===== config.mk =====
export PLATFORM = sky130hd
export DESIGN_NAME = bcd_conv_sched
export DESIGN_NICKNAME = d
export VERILOG_FILES = /design/src/rtl/bcd_conv_sched_pkg.sv /design/src/rtl/bcd_conv_sched_bin2bcd_core.sv /design/src/rtl/bcd_conv_sched.sv
export SDC_FILE = /design/constraint.sdc
export NUM_CORES = 1
export LEC_CHECK = 0
export CAP_MARGIN = 5
export CORE_MARGIN = 1
export CORE_UTILIZATION = 51
export DETAILED_ROUTE_END_ITERATION = 8
export GPL_ROUTABILITY_DRIVEN = 0
export PLACE_DENSITY = 0.95
export SYNTH_ARGS = -nofsm -noshare
export SYNTH_HDL_FRONTEND = slang
export SYNTH_HIERARCHICAL = 1
export SYNTH_SLANG_ARGS = --single-unit

===== constraint.sdc =====
create_clock -name clk -period 4.5 [get_ports clk]
set_clock_uncertainty 0.1 [all_clocks]
set_input_delay 0.9 -clock clk [delete_from_list [all_inputs] [get_ports clk]]
set_output_delay 0.9 -clock clk [all_outputs]
set_load 0.02 [all_outputs]

===== src/rtl/bcd_conv_sched_pkg.sv =====
// Shared definitions for the time-multiplexed binary-to-BCD converter.
// Provides the FSM state type and the per-digit add-3 helper.
package bcd_conv_sched_pkg;

  typedef enum logic [1:0] {
    IDLE = 2'd0,
    CONV = 2'd1,
    RESP = 2'd2
  } state_t;

  function automatic logic [3:0] add3(input logic [3:0] d);
    return (d >= 4'd5) ? d + 4'd3 : d;
  endfunction

endpackage


===== src/rtl/bcd_conv_sched_bin2bcd_core.sv =====
// Iterative shift-add-3 converter: one bit per clock, BIN_W clocks per operand.
// Owns the {bcd,bin} shift register and the per-digit adjust units.
module bin2bcd_core
  import bcd_conv_sched_pkg::*;
#(
  parameter int unsigned BIN_W      = 24,
  parameter int unsigned BCD_DIGITS = 8
) (
  input  logic                    clk,
  input  logic                    rst_n,
  input  logic                    start,
  input  logic [BIN_W-1:0]        bin_in,
  output logic                    done,
  output logic [BCD_DIGITS*4-1:0] bcd_out
);

  localparam int unsigned CNT_W = $clog2(BIN_W + 1);

  logic [BIN_W-1:0]        bin_q;
  logic [BCD_DIGITS*4-1:0] bcd_q;
  logic [BCD_DIGITS*4-1:0] bcd_adj;
  logic [CNT_W-1:0]        cnt_q;

  always_comb begin
    bcd_adj = bcd_q;
    for (int unsigned d = 0; d < BCD_DIGITS; d++) begin
      bcd_adj[d*4 +: 4] = add3(bcd_q[d*4 +: 4]);
    end
  end

  // Adjust happens before each shift, so the final shift leaves digits unadjusted.
  always_ff @(posedge clk or negedge rst_n) begin
    if (!rst_n) begin
      bin_q <= '0;
      bcd_q <= '0;
      cnt_q <= '0;
    end else if (start) begin
      bin_q <= bin_in;
      bcd_q <= '0;
      cnt_q <= CNT_W'(BIN_W);
    end else if (cnt_q != '0) begin
      bcd_q <= {bcd_adj[BCD_DIGITS*4-2:0], bin_q[BIN_W-1]};
      bin_q <= bin_q << 1;
      cnt_q <= cnt_q - CNT_W'(1);
    end
  end

  // High during the cycle whose closing edge performs the last shift.
  assign done    = (cnt_q == CNT_W'(1));
  assign bcd_out = bcd_q;

endmodule


===== src/rtl/bcd_conv_sched.sv =====
// Round-robin scheduler sharing one binary-to-BCD converter among NUM_REQ requesters.
// Owns the arbiter, the rotating priority pointer, the FSM and the response tag.
module bcd_conv_sched
  import bcd_conv_sched_pkg::*;
#(
  parameter int unsigned NUM_REQ    = 4,
  parameter int unsigned BIN_W      = 24,
  parameter int unsigned BCD_DIGITS = 8,
  parameter int unsigned ID_W       = 2
) (
  input  logic                     clk,
  input  logic                     rst_n,
  input  logic [NUM_REQ-1:0]       req_valid,
  input  logic [NUM_REQ*BIN_W-1:0] req_data,
  output logic [NUM_REQ-1:0]       req_ready,
  output logic                     rsp_valid,
  input  logic                     rsp_ready,
  output logic [ID_W-1:0]          rsp_id,
  output logic [BCD_DIGITS*4-1:0]  rsp_bcd,
  output logic                     busy
);

  state_t          state_q, state_d;
  logic [ID_W-1:0] ptr_q;
  logic [ID_W-1:0] winner;
  logic            found;
  logic            accept;
  logic            core_done;
  logic [BIN_W-1:0] operand;

  // Search starts one past the last winner, so the last-served requester ranks lowest.
  always_comb begin
    int unsigned idx;
    winner = '0;
    found  = 1'b0;
    idx    = 0;
    for (int unsigned k = 1; k <= NUM_REQ; k++) begin
      idx = (32'(ptr_q) + k) % NUM_REQ;
      if (!found && req_valid[idx]) begin
        found  = 1'b1;
        winner = ID_W'(idx);
      end
    end
  end

  assign accept    = (state_q == IDLE) && found;
  assign operand   = req_data[32'(winner)*BIN_W +: BIN_W];
  assign req_ready = (accept && rst_n) ? (NUM_REQ'(1) << winner) : '0;

  always_comb begin
    state_d = state_q;
    case (state_q)
      IDLE:    if (accept)    state_d = CONV;
      CONV:    if (core_done) state_d = RESP;
      RESP:    if (rsp_ready) state_d = IDLE;
      default:                state_d = IDLE;
    endcase
  end

  always_ff @(posedge clk or negedge rst_n) begin
    if (!rst_n) begin
      state_q <= IDLE;
      ptr_q   <= ID_W'(NUM_REQ - 1);
      rsp_id  <= '0;
    end else begin
      state_q <= state_d;
      if (accept) begin
        ptr_q  <= winner;
        rsp_id <= winner;
      end
    end
  end

  bin2bcd_core #(
    .BIN_W      (BIN_W),
    .BCD_DIGITS (BCD_DIGITS)
  ) u_core (
    .clk     (clk),
    .rst_n   (rst_n),
    .start   (accept),
    .bin_in  (operand),
    .done    (core_done),
    .bcd_out (rsp_bcd)
  );

  assign rsp_valid = (state_q == RESP);
  assign busy      = (state_q != IDLE);

endmodule


==> out/metrics.cfg, run 1 <==
[placement]
io_buffers=142
pre_cts_ws_ps=370
post_dp_cell_area_um2=6060
dp_hpwl_um=8730

[timing]
finalHoldViolCount=0
setup_ws_ps=343
relSlewSlack=0.279
min_period_ps=4160
rsz0062_at_grt=false
final-max-slew-violation-count=0
max_freq_ghz=0.241
fin_tns_setup_ps=0
setup_violations=0
worstMarginPinSlew_ps=1080
period_share=0.924

[cells_and_area]
final_common_cell=clkdlybuf4s50_1
area_growth_pct=34.5
final_core_utilization=0.711
drive_gt1_frac=0.106
fin_nets=711
final_cell_mix=141 x clkdlybuf4s50_1, 65 x dfrtp_1, 47 x nand2_1
n_fill_cell=589
antenna_cells=0
stdcell_area_um2=6230

[detailed_routing]
drc=0
wl_um=12100
first_pass_iters=4
post_drt_via_cell_ratio=6.06
first_iter_violations=247
wire_per_inst_um=17.3
dr_total_vias=4257
ant_nets=0

[floorplan]
die_h_um=97.3
std_cell_rows=34
die_w_um=97.3
ioPinCount=143
die-area_um2=9470
initial_utilization=0.529
core_um2=8760

[clock_tree]
htree_num_levels=3
cts.clk_slew.worst_paths_ps=70
clk_latency_ps=330
numCtsBuffers=9
cts.hold.buffers_added=0
post_cts_resized=0
clock_path_buffers=2
root_buffer=clkbuf_8
post_cts_buffers=0
cts.sinks=67
cts_tree=done

[logic_synthesis]
synth.top_cell.area_share=0.351
synthArstFlopShare=1.00
synth_edf_count=0
yosysSeqAreaShare=0.363
ys_ff_latch=67
netlist_instances=461
ys_dominant_reg_cell=dfrtp_1
yosys_warnings=6
synth_top_area_cell=dfrtp_1
syn_avg_cell_area_um2=10.0
synth_cell_types=46
syn_nets=582
synthTopCellsByArea=dfrtp_1 35%, mux4_2 9.7%, mux2i_1 5.0%
netlist_area_um2=4630

[pwr]
comb_power_share=0.595
p_leak_nw=2.65
intPower_w=0.00225
clockPowerShare=0.110
max-vdd-ir-drop_mv=0.616
power.density_nw_per_um2=636
p_sw_w=0.00171
p_sw_frac=0.432
seqPwrFrac=0.295

[critical_path]
crit_required_ps=3500
worstPathArrival_ps=3160
end_kind=output port
r2r-start=u_core/cnt_q[0]
rrSetupSlack_ps=1830
r2r_end=u_core/bin_q[22]
worst-setup-path-type=input pin to output port
path_max_fanout=6
reg2reg_depth=6
startpoint_type=input pin

[job]
cap_viol_max_count=0

[worst_hold_path]
min_from=state_q[1]
hold_class=flop to flop
min_delay_worst_endpoint=state_q[0]
hold_depth=1

[global_routing]
grt_max_degree=115
grt_pass1_wl_um=19800
grt_pass1_vias=4332
grt_overflow=0
antenna_found_initial=0
grtUsageTotal=0.258

[status]
outcome=completed

==> logic make-up after synthesis <==
group                      share of synthesized area
muxes                                          0.174
AOI/OAI and AO/OA                              0.186
and+or+nand+nor                                0.163
adders and majority gates                     0.0486
DFF                                            0.363
buffers and inverters                         0.0651
==> critical path, stage by stage <==
cell and delay, ps:
clkdlybuf4s50_1 470, or2b_1 250, a21oi_4 80, a21oi_1 400
nor4bb_1 370, clkdlybuf4s50_1 680
==> cell type report <==
type | count | area [µm²] | area share
Clock inverter | 3 | 15.0 | 0.00241
Clock buffer | 13 | 149 | 0.0239
Tap cell | 108 | 135 | 0.0217
Sequential cell | 67 | 1680 | 0.270
Timing Repair Buffer | 147 | 1450 | 0.233
Inverter | 34 | 128 | 0.0205
Multi-Input combinational cell | 331 | 2670 | 0.428
==> synthesized netlist by cell type (11+ instances only) <==
cell	count
a21oi_1	14
nand2_1	47
o2111ai_1	14
clkbuf_1	14
nor2b_1	22
dfrtp_1	65
mux2i_1	23
inv_1	34
ha_1	18
o21ai_0	40
o211ai_1	11
mux4_2	20
nor2_1	24
or3_1	31
==> power groups by stage <==
| stage | sequential (W) | combinational, W | clock, W |
|---|---|---|---|
| 2_1_floorplan | 0.00125 | 0.00155 | 0 |
| 3_3_place_gp | 0.00115 | 0.00219 | 0 |
| 3_5_place_dp | 0.00117 | 0.00234 | 0 |
| 4_1_cts | 0.00117 | 0.00235 | 0.000444 |
| 5_1_grt | 0.00121 | 0.00257 | 0.000472 |
| 6_report | 0.00117 | 0.00236 | 0.000434 |
==> per-stage QoR <==
stage | total power (W) | hold WS (ps) | cells
final | 0.00396 | 408 | 703
after detailed placement | 0.00351 | 358 | 687
after CTS | 0.00397 | 404 | 703
after global placement | 0.00334 | 347 | 687
after floorplan | 0.00280 | 328 | 461
after global routing | 0.00425 | 418 | 703
==> worst max-delay path by stage <==
stage	to	from	depth (start not counted)	slack, ps
global route	req_ready[2]	req_valid[3]	6	290
detailed placement	req_ready[2]	req_valid[1]	6	370
finish	req_ready[2]	req_valid[1]	6	340
floorplan	req_ready[1]	req_valid[1]	5	1310
CTS	req_ready[2]	req_valid[1]	6	360
global placement	req_ready[1]	req_valid[3]	6	660
==> state kept, by name, indices dropped and copies added (netlist names) <==
name            count
ptr_q               2
state_q             2
u_core/bin_q       24
u_core/cnt_q        5
u_core/bcd_out     32
rsp_id              2
==> layer usage <==
layer | GRT usage | vias up | routed length, µm
li1 | - | 1943 | -
met1 | 0.303 | 2102 | 4800
met2 | 0.460 | 176 | 6370
met3 | 0.0511 | 36 | 590
met4 | 0.110 | 0 | 359
met5 | 0 | - | 0
(Power assumes the default switching activity.)
==> run 2, diff against run 1 <==
--- a/config.mk
+++ b/config.mk
@@ -8,6 +8,7 @@
 export CAP_MARGIN = 5
 export CORE_MARGIN = 1
 export CORE_UTILIZATION = 51
+export CTS_CLUSTER_SIZE = 24
 export DETAILED_ROUTE_END_ITERATION = 8
 export GPL_ROUTABILITY_DRIVEN = 0
 export PLACE_DENSITY = 0.95
==> results of run 2 <==
No change in the layout: final DEF, timing and power equal those of run 1.
==> run 3, diff against run 2 <==
--- a/config.mk
+++ b/config.mk
@@ -7,11 +7,11 @@
 export LEC_CHECK = 0
 export CAP_MARGIN = 5
 export CORE_MARGIN = 1
-export CORE_UTILIZATION = 51
+export CORE_UTILIZATION = 48
 export CTS_CLUSTER_SIZE = 24
 export DETAILED_ROUTE_END_ITERATION = 8
 export GPL_ROUTABILITY_DRIVEN = 0
-export PLACE_DENSITY = 0.95
+export PLACE_DENSITY = 0.91
 export SYNTH_ARGS = -nofsm -noshare
 export SYNTH_HDL_FRONTEND = slang
 export SYNTH_HIERARCHICAL = 1
==> constraint.sdc (replaced) <==
create_clock -name clk -period 3.9 [get_ports clk]
set_clock_uncertainty 0.1 [all_clocks]
set_input_delay 0.78 -clock clk [delete_from_list [all_inputs] [get_ports clk]]
set_output_delay 0.78 -clock clk [all_outputs]
set_load 0.02 [all_outputs]
==> out/metrics.cfg, run 3 (synthesized netlist as in run 1, its figures left out) <==
[floorplan]
die_w_um=100
core_um2=9280
die_h_um=100
ioPinCount=143
initial_utilization=0.499
die-area_um2=10000
std_cell_rows=35

[clock_tree]
numCtsBuffers=9
cts.clk_slew.worst_paths_ps=70
post_cts_buffers=0
cts.sinks=67
cts.hold.buffers_added=0
clk_latency_ps=330
post_cts_resized=0
cts_tree=done
clock_path_buffers=2
root_buffer=clkbuf_8
htree_num_levels=3

[timing]
period_share=0.962
setup_violations=0
max_freq_ghz=0.267
final-max-slew-violation-count=0
worstMarginPinSlew_ps=1050
relSlewSlack=0.302
whs_ps=365
rsz0062_at_grt=false
finalHoldViolCount=0
fin_tns_setup_ps=0
min_period_ps=3750

[detailed_routing]
ant_nets=0
first_pass_iters=5
post_drt_via_cell_ratio=5.73
wire_per_inst_um=16.0
first_iter_violations=281
drc=0
wl_um=11600
dr_total_vias=4151

[critical_path]
rrSetupSlack_ps=1320
cp_cell_sequence=clkdlybuf4s50_1, or2b_1, a21oi_4, a21oi_1, nor4bb_1, clkdlybuf4s50_1
cp_slowest_cell=clkdlybuf4s50_1
path_max_fanout=6
crit_required_ps=3020
r2r-start=ptr_q[0]
reg2reg_depth=7
worst-setup-path-type=input pin to output port
worstPathArrival_ps=2870
end_kind=output port
cp_common_cell=clkdlybuf4s50_1
slowest_delay_ps=650
startpoint_type=input pin
r2r_end=u_core/bin_q[18]

[global_routing]
grt_overflow=0
use_met1=0.293
met3_usage=0.0515
grt_use_met2=0.418
grt_pass1_wl_um=19200
grt_busiest_layer=met2
antenna_found_initial=0
grt_pass1_vias=4269
grt_max_degree=115
grtUsageTotal=0.240

[cells_and_area]
n_fill_cell=695
antenna_cells=0
drive_gt1_frac=0.108
largest_reg_flops=32
final_common_cell=clkdlybuf4s50_1
fin_nets=712
final_cell_mix=141 x clkdlybuf4s50_1, 65 x dfrtp_1, 47 x nand2_1
area_growth_pct=35.8

[status]
outcome=completed

[job]
cap_viol_max_count=0

[worst_hold_path]
min_delay_worst_endpoint=state_q[0]
hold_class=flop to flop
min_from=state_q[1]
hold_depth=1

[pwr]
p_leak_nw=2.67
max-vdd-ir-drop_mv=0.580
power.density_nw_per_um2=732

[placement]
dp_hpwl_um=8410
io_buffers=142

-- run 3: cell count changes in the layout (fill, tap and decap cells not counted), sizes merged --
cell    change
clkinv      -2
bufinv      +1
buf         +1
-- run 3: through the flow --
| step | worst slack, ps | power [W] | area, µm² | cells | util |
|---|---|---|---|---|---|
| final | 149 | 0.00460 | 6290 | 724 | 0.678 |
| after global routing | 50.9 | 0.00497 | 6290 | 724 | 0.678 |
| after CTS | 182 | 0.00463 | 6290 | 724 | 0.678 |
| after detailed placement | 176 | 0.00403 | 6100 | 709 | 0.657 |
| after global placement | 285 | 0.00387 | 6100 | 709 | 0.657 |
| after floorplan | 947 | 0.00323 | 4630 | 461 | - |
-- run 3: routing by layer --
metal  vias to the layer above  routed length [µm]
met1                      2028                4760
met2                       159                6010
met3                        19                 595
met4                         0                 226
met5                         -                   0
li1                       1945                   -
-- run 3: cell type report --
| cell class | instances | area, µm² | area share |
|---|---|---|---|
| sequential | 67 | 1680 | 0.267 |
| clock inverter | 2 | 35.0 | 0.00557 |
| inverter | 34 | 128 | 0.0203 |
| clock buffer | 13 | 159 | 0.0253 |
| timing repair buffer | 148 | 1460 | 0.232 |
| tap | 129 | 161 | 0.0257 |
| multi-input combinational | 331 | 2670 | 0.424 |
-- run 3: report_power, final --
part	total, W	leakage (nW)	switching, W	internal (W)
Combinational	0.00268	1.73	0.00136	0.00132
Sequential	0.00135	0.841	0.000322	0.00103
Clock	0.000575	0.0995	0.000249	0.000327
Total	0.00460	2.67	0.00193	0.00268
-- run 3: critical path, delay by kind of cell --
kind            cells  cell delay (ps)
buf+inv             2             1110
compound gates      2              450
simple gates        2              530
-- run 3: worst max path at each step --
stage	startpoint	endpoint	slack (ps)	depth (start not counted)
6_report	req_valid[1]	req_ready[2]	150	6
5_1_grt	req_valid[1]	req_ready[2]	50	6
3_5_place_dp	req_valid[1]	req_ready[2]	180	6
3_3_place_gp	req_valid[3]	req_ready[1]	290	6
2_1_floorplan	req_valid[1]	req_ready[1]	950	5
4_1_cts	req_valid[1]	req_ready[2]	180	6
